## src/rtl/dxy_pipe.sv

```systemverilog
// Two-stage pipeline computing a*a*(C -/+ 2*bx) mod 2^N with valid/ready handshakes
// on both sides, a square-overflow flag and a delivered-results counter.
module dxy_pipe #(
    parameter int          N = 16,
    parameter int unsigned C = 1
) (
    input  logic         clk,
    input  logic         rst,
    input  logic         in_valid,
    output logic         in_ready,
    input  logic [N-1:0] a,
    input  logic [N-1:0] bx,
    input  logic         mode,
    output logic         out_valid,
    input  logic         out_ready,
    output logic [N-1:0] res,
    output logic         ovf,
    output logic [15:0]  count
);

    localparam logic [N-1:0] C_N = N'(C);

    logic           r_s1_valid;
    logic [2*N-1:0] r_sq;
    logic [N-1:0]   r_t;
    logic           r_s2_valid;
    logic [N-1:0]   r_res;
    logic           r_ovf;
    logic [15:0]    r_count;

    logic [N-1:0]   w_two_bx;
    logic [N-1:0]   w_t;
    logic [2*N-1:0] w_sq;
    logic [N-1:0]   w_prod;
    logic           w_in_hs;
    logic           w_out_hs;
    logic           w_s2_load;

    assign w_two_bx  = {bx[N-2:0], 1'b0};
    assign w_t       = mode ? (C_N - w_two_bx) : (C_N + w_two_bx);
    assign w_sq      = {{N{1'b0}}, a} * {{N{1'b0}}, a};
    assign w_prod    = r_sq[N-1:0] * r_t;

    // S2 can take a new result when empty or when its current one leaves now.
    assign w_s2_load = r_s1_valid && (!r_s2_valid || out_ready);
    assign in_ready  = !r_s1_valid || !r_s2_valid || out_ready;
    assign w_in_hs   = in_valid && in_ready;
    assign w_out_hs  = r_s2_valid && out_ready;

    always_ff @(posedge clk) begin
        if (rst) begin
            r_s1_valid <= 1'b0;
            r_sq       <= '0;
            r_t        <= '0;
        end else if (w_in_hs) begin
            r_s1_valid <= 1'b1;
            r_sq       <= w_sq;
            r_t        <= w_t;
        end else if (w_s2_load) begin
            r_s1_valid <= 1'b0;
        end
    end

    always_ff @(posedge clk) begin
        if (rst) begin
            r_s2_valid <= 1'b0;
            r_res      <= '0;
            r_ovf      <= 1'b0;
        end else if (w_s2_load) begin
            r_s2_valid <= 1'b1;
            r_res      <= w_prod;
            r_ovf      <= (r_sq[2*N-1:N] != '0);
        end else if (w_out_hs) begin
            r_s2_valid <= 1'b0;
        end
    end

    always_ff @(posedge clk) begin
        if (rst) begin
            r_count <= '0;
        end else if (w_out_hs) begin
            r_count <= r_count + 16'd1;
        end
    end

    assign out_valid = r_s2_valid;
    assign res       = r_res;
    assign ovf       = r_ovf;
    assign count     = r_count;

endmodule

```

## config.mk

```make
export PLATFORM = sky130hd
export DESIGN_NAME = dxy_pipe
export DESIGN_NICKNAME = d
export VERILOG_FILES = /design/src/rtl/dxy_pipe.sv
export SDC_FILE = /design/constraint.sdc
export NUM_CORES = 1
export LEC_CHECK = 0
export ABC_AREA = 1
export CAP_MARGIN = 25
export CELL_PAD_IN_SITES_DETAIL_PLACEMENT = 0
export CELL_PAD_IN_SITES_GLOBAL_PLACEMENT = 1
export CORE_UTILIZATION = 35
export CTS_CLUSTER_SIZE = 25
export DETAILED_ROUTE_END_ITERATION = 8
export PLACE_DENSITY_LB_ADDON = 0.1
export SETUP_SLACK_MARGIN = 0.3
export SYNTH_ARGS = -nofsm -noshare
export SYNTH_HDL_FRONTEND = slang
export SYNTH_SLANG_ARGS = --single-unit
export TNS_END_PERCENT = 100
```

## constraint.sdc

```tcl
create_clock -name clk -period 12.3 [get_ports clk]
set_input_delay 1.23 -clock clk [delete_from_list [all_inputs] [get_ports clk]]
set_output_delay 1.23 -clock clk [all_outputs]
set_load 0.02 [all_outputs]
```

== Yosys cells after proc, flatten, opt, wreduce, memory -nomap -nowiden ==
Cells that the tools add are included.

* Order comparisons: 0
* Add/subtract/negate cells: 3
* Bitwise operators: 0
* Eq/ne operators: 0
* Div/mod/pow operators: 0
* Reductions and logical operators: 11
* Multiply operators: 2
* Shift operators: 0
* Multiplexer cells: 5

{| class="wikitable"
|+ Operator list
! operator !! count
|-
| $mul A16 B16 Y32 || 1
|-
| $add A1 B16 Y16 const A || 1
|-
| $add A16 B1 Y16 const B || 1
|-
| $mul A16 B16 Y16 || 1
|-
| $mux W16 || 1
|-
| $reduce_bool A16 Y1 || 1
|-
| $sub A1 B16 Y16 const A || 1
|-
| $mux W1 || 4
|-
| $reduce_bool A2 Y1 || 2
|-
| $logic_and A1 B1 Y1 || 3
|-
| $logic_or A1 B1 Y1 || 3
|-
| $logic_not A1 Y1 || 2
|}

* Logic and storage cells: 28
* RAM bits: 0
* Memories kept: 0
* Bits in latches: 0
* Flip-flop bits (word level): 83
* Bits of input ports: 37
* ROM bits: 0
* Output and inout bits: 35

== Depth between registers and ports, before layout ==
* Depth after elaboration: 5
* Mapped depth: 29
* Gate-level depth less buffers: 28

== Worst setup path after synthesis ==
Ideal clock, no wire load.

* Path type: input-to-reg
* Start: input port a[10]
* End: register r_sq[26]
* Slack: 5.826 ns
* Data arrival time: 6.365 ns
* Setup time: 0.109 ns
* Data required time: 12.191 ns
* Path buffers: 2
* Stages on the path: 25
* Cells stage by stage: clkbuf_1 clkbuf_1 nand2_1 fa_1 inv_1 fa_1 fa_1 fa_1 fa_1 inv_1 fa_1 inv_1 ha_1 nand2_1 inv_1 nand2_1 inv_1 a21oi_1 nand3_1 nand2_1 nand2_1 a21oi_1 o21ai_1 nand2_1 inv_1

* Word-level cells in the longest chain between the ends: 1

{| class="wikitable"
|+ RTL lines
! element !! line !! source
|-
| from (decl) || 11 || <nowiki>input logic [N-1:0] a,</nowiki>
|-
| $mul A16 B16 Y32 || 41 || <nowiki>assign w_sq = {{N{1'b0}}, a} * {{N{1'b0}}, a};</nowiki>
|-
| to (signal assigned) || 57 || <nowiki>r_sq <= w_sq;</nowiki>
|-
| to (decl) || 24 || <nowiki>logic [2*N-1:0] r_sq;</nowiki>
|}

Every way passes these cells.
A chain may end at the register's enable or synchronous reset.

== Worst setup path in the final report ==
* Start: input port a[12]
* End: register r_sq[26]

The elaborated chain is that of the path after synthesis.

==> results summary <==
The run finished with clean final reports. The minimum clock period came out at 7.277 ns. The root buffer selected by CTS is sky130_fd_sc_hd__clkbuf_16. The layout overhead on the synthesized area is 9.527%. Clock skew on the completed layout was measured at 0.01203 ns. The number of gates resized after CTS came out at 0. The overall via count from detail_route came out at 12.11k.

The worst reg2reg path depth came out at 25. The number of input and output port buffers inserted came out at 70. The wire length of the first global-routing pass is 64030 um. The number of buffers added to fix hold violations after cts came out at 0. sky130_fd_sc_hd__fa_1 takes more of the synthesized area than any other cell. The final-report hold violation count was 0. The total DRC errors in the routed layout came out at 0. The worst register-to-register path ends at res[14].

The worst register-to-register path has a setup slack of 6.34 ns. The core footprint came out at 43080 um2. STA classifies the critical path startpoint as an input pin. The dominant combinational cell family by area after synthesis is adder cells. Counting instances, the worst hold path has a depth of 2. Synthesis instantiated 52 different standard cells from the library.

The class of the most critical setup path is input pin to flip-flop. The sink of the worst hold path is res[1]. STA classifies the critical path endpoint as a flip-flop. The area fraction in compound gates after synthesis came out at 0.07059. The post-route antenna net violation count came out at 0. The count of flip-flops with a built-in enable after synthesis came out at 0. The setup total negative slack is 0 ns. The total of max-cap violations is 0. The xor/xnor cell area share of the yosys netlist is 0.02870. After synthesis, the cell types taking the most area are sky130_fd_sc_hd__fa_1 31%, sky130_fd_sc_hd__inv_1 14%, sky130_fd_sc_hd__ha_1 13%. Data arrives at the worst endpoint at 7.52 ns.

Setup repair after global routing left no endpoint under its margin. The die span in x came out at 210.8 um. The leakage power came out at between 9 and 10 nW. In this run the tightest slew margin relative to its limit is 0.4149. Of the total synthesized cell area, the portion taken by full adders, half adders and majority gates is 0.4337. The number of global-route vias before repair is 13.09k.

The clock latency on the worst-skew pair is ~0.35 ns. The number of standard cells after synthesis is 2078. The average cell area after synthesis is approximately 7.3 um2.

The row count is 76. The power density normalized to cell area came out at around 250 nW/um2. The starting utilization of the core area is 0.3543. The slew at the pin closest to its max-slew limit is a little under 0.9 ns.

Counting along the longest clock path gives a buffer depth of 2. The detailed-route wire length per cell came out at 13.92 um. The die boundary height is 210.8 um. The multiplexer share of the synthesized area is 0. The share of the clock period used by the worst path after layout is 0.5916. The startpoint identified for the worst register-to-register timing path is r_t[1]. The total global routing track utilization is 0.1790. In this run, synthesis produced a sequential element count of 82. The combined area of all synthesized cells came out at between 15000 and 20000 um2. The required arrival time at the worst endpoint is 12.55 ns. The startpoint of the worst hold path is res[1]. After the last flow step, the layout net total stands at 2520. The die covers around 44000 um2.

Counting instances in the post-synthesis netlist gives the leading cell types as 574 x sky130_fd_sc_hd__inv_1, 437 x sky130_fd_sc_hd__nand2_1, 235 x sky130_fd_sc_hd__fa_1. Hold is met by 0.4816 ns. The count of inserted antenna diode cells came out at 0.

The weighted congestion at the end of routability-driven global placement is 0.8329. The clock net in this run drives a total of between 80 and 90 sinks. The global route total overflow came out at 0. The number of pins exceeding their max-slew limit in the final report came out at 0. The fraction of layout instances using a drive strength above 1 is 0.03571.

For this run, the register share of the synthesized area comes to 0.1076. The half-perimeter wire length after placement came out at approximately 32000 um. The min-delay analysis places its worst path in the category flip-flop to flip-flop. After detailed routing, the total wire length is 37390 um. The clock slew seen by the registers of the worst setup and hold paths is ~0.07 ns. The number of H-tree branching levels came out at 3.

The fraction of synthesis flops using an asynchronous set or reset pin came out at 0. The fraction of post-synthesis cell area in the top cell type by area is 0.3083. The total number of yosys warnings came out at 0. The I/O pin total came out at 72. The detailed-route vias per instance came out at 4.510. The first-pass iteration count of the detailed router came out at 4. The number of clock buffers inserted by TritonCTS came out at 9. The basic-gate share of the synthesized area counting and, or, nand and nor cells is 0.1940. The leading register cell type out of synthesis is sky130_fd_sc_hd__dfxtp_1. Setup violations remaining at the end of the flow were counted as 0.

TritonCTS built the clock tree. The number of DRC markers after the initial detailed-route iteration is 360. The largest net degree at the start of global routing is 71. After clock tree synthesis, the setup repair step added 0 buffers.

Of all nets on the critical path, the largest fanout is 16. For this run, the top clock speed supported by timing is 0.1374 GHz. The initial antenna violation count came to 0. VDD sags by at most between 0.15 and 0.2 mV.

The most common cell in the synthesized netlist is sky130_fd_sc_hd__inv_1.
==> through the flow <==
step                instance area [um2]    util  std cells  setup WS (ns)  power [W]
global placement                  16440  0.3816       2669          4.659   0.003944
CTS                               16710  0.3880       2685          5.014   0.004239
global route                      16710  0.3880       2685          4.661   0.004724
detailed placement                16440  0.3816       2669          4.646   0.003949
finish                            16710  0.3880       2685          5.023   0.004157
floorplan                         15270       -       2081          5.826   0.002999
==> metal layers <==
layer / global-route usage / up-vias / share of wire
met2: 0.3555 / 72 / 0.55
met1: 0.2112 / 5868 / 0.43
met5: 0 / - / 0
met3: 0.009218 / 23 / 0.0094
met4: 0.03148 / 0 / 0.010
li1: - / 6147 / -
==> state kept, by name, summed over array words and instances, names as in the netlist <==
signal and count:
out_valid 1, count 16, r_s1_valid 1, res 16, r_sq 31, ovf 1, r_t 16
==> cells in the final DEF, fill, tap and decap left out, types with 3 or more instances in the layout <==
master                            synthesis  layout
sky130_fd_sc_hd__nand3_2                  6       6
sky130_fd_sc_hd__conb_1                   2       5
sky130_fd_sc_hd__o21a_1                   4       4
sky130_fd_sc_hd__o221ai_1                 6       6
sky130_fd_sc_hd__a31oi_1                  3       3
sky130_fd_sc_hd__o21ai_1                 19      19
sky130_fd_sc_hd__inv_2                   13      13
sky130_fd_sc_hd__ha_1                   153     153
sky130_fd_sc_hd__nor2_2                   7       6
sky130_fd_sc_hd__or2_2                    3       3
sky130_fd_sc_hd__nor4_1                   5       5
sky130_fd_sc_hd__clkbuf_16                0       9
sky130_fd_sc_hd__nor3_1                  14      14
sky130_fd_sc_hd__o21ai_0                 62      62
sky130_fd_sc_hd__nand3_1                 64      64
sky130_fd_sc_hd__nor2_1                 143     143
sky130_fd_sc_hd__a21oi_2                  6       6
sky130_fd_sc_hd__buf_4                    4       5
sky130_fd_sc_hd__nor3_2                   4       4
sky130_fd_sc_hd__nand4_1                 12      12
sky130_fd_sc_hd__a21oi_1                 61      61
sky130_fd_sc_hd__clkdlybuf4s50_1          0      69
sky130_fd_sc_hd__xor2_1                  36      36
sky130_fd_sc_hd__inv_1                  574     574
sky130_fd_sc_hd__o211ai_1                 7       7
sky130_fd_sc_hd__fa_1                   235     235
sky130_fd_sc_hd__o21bai_1                 3       3
sky130_fd_sc_hd__nand2_1                437     437
sky130_fd_sc_hd__xnor2_1                 14      14
sky130_fd_sc_hd__dfxtp_1                 82      82
sky130_fd_sc_hd__nand2_2                  7       7
==> how the worst max path moves through the flow <==
stage	start	endpoint	slack [ns]
floorplan	a[10]	r_sq[26]	5.83
global placement	a[9]	r_sq[27]	4.66
detailed placement	a[5]	r_sq[26]	4.65
CTS	a[5]	r_sq[26]	5.01
global route	a[9]	r_sq[27]	4.66
finish	a[12]	r_sq[26]	5.02
==> power by group <==
| group | leakage (nW) | switching, W | internal (W) | total [W] |
|---|---|---|---|---|
| Sequential | 0.676 | 0.0000657 | 0.000313 | 0.000379 |
| Clock | 0.130 | 0.000121 | 0.000139 | 0.000260 |
| Combinational | 8.68 | 0.00226 | 0.00126 | 0.00352 |
| Total | 9.48 | 0.00244 | 0.00171 | 0.00416 |
==> cells by family after synthesis <==
family                   after synthesis
AND/OR/NAND/NOR                      710
flip-flops                            82
buffers and inverters                661
adder cells (fa/ha/maj)              388
AO/OA/AOI/OAI                        185
other                                  2
XOR/XNOR                              50
==> area by class of cell <==
| cell class | instances | area [um2] |
|---|---|---|
| inverters | 589 | 2211 |
| clock inverters | 6 | 50.05 |
| flip-flops and latches | 82 | 1642 |
| clock buffers | 10 | 229.0 |
| fillers | 4693 | 26360 |
| well taps | 585 | 732.0 |
| multi-input cells | 1338 | 11120 |
| repair buffers | 75 | 733.2 |
==> critical path: stages <==
cell                              delay [ns]
sky130_fd_sc_hd__clkdlybuf4s50_1        1.00
sky130_fd_sc_hd__nand2_1                0.25
sky130_fd_sc_hd__fa_1                   0.62
sky130_fd_sc_hd__inv_1                  0.06
sky130_fd_sc_hd__fa_1                   0.46
sky130_fd_sc_hd__fa_1                   0.52
sky130_fd_sc_hd__fa_1                   0.51
sky130_fd_sc_hd__fa_1                   0.54
sky130_fd_sc_hd__inv_1                  0.05
sky130_fd_sc_hd__fa_1                   0.53
sky130_fd_sc_hd__inv_1                  0.04
sky130_fd_sc_hd__ha_1                   0.34
sky130_fd_sc_hd__a21oi_1                0.30
sky130_fd_sc_hd__o21ai_0                0.17
sky130_fd_sc_hd__a21oi_1                0.25
sky130_fd_sc_hd__nand3_1                0.16
sky130_fd_sc_hd__nand2_1                0.09
sky130_fd_sc_hd__nand2_1                0.06
sky130_fd_sc_hd__a21oi_1                0.12
sky130_fd_sc_hd__o21ai_1                0.10
sky130_fd_sc_hd__nand2_1                0.06
sky130_fd_sc_hd__inv_1                  0.03
Power figures use the tool's default switching activity.
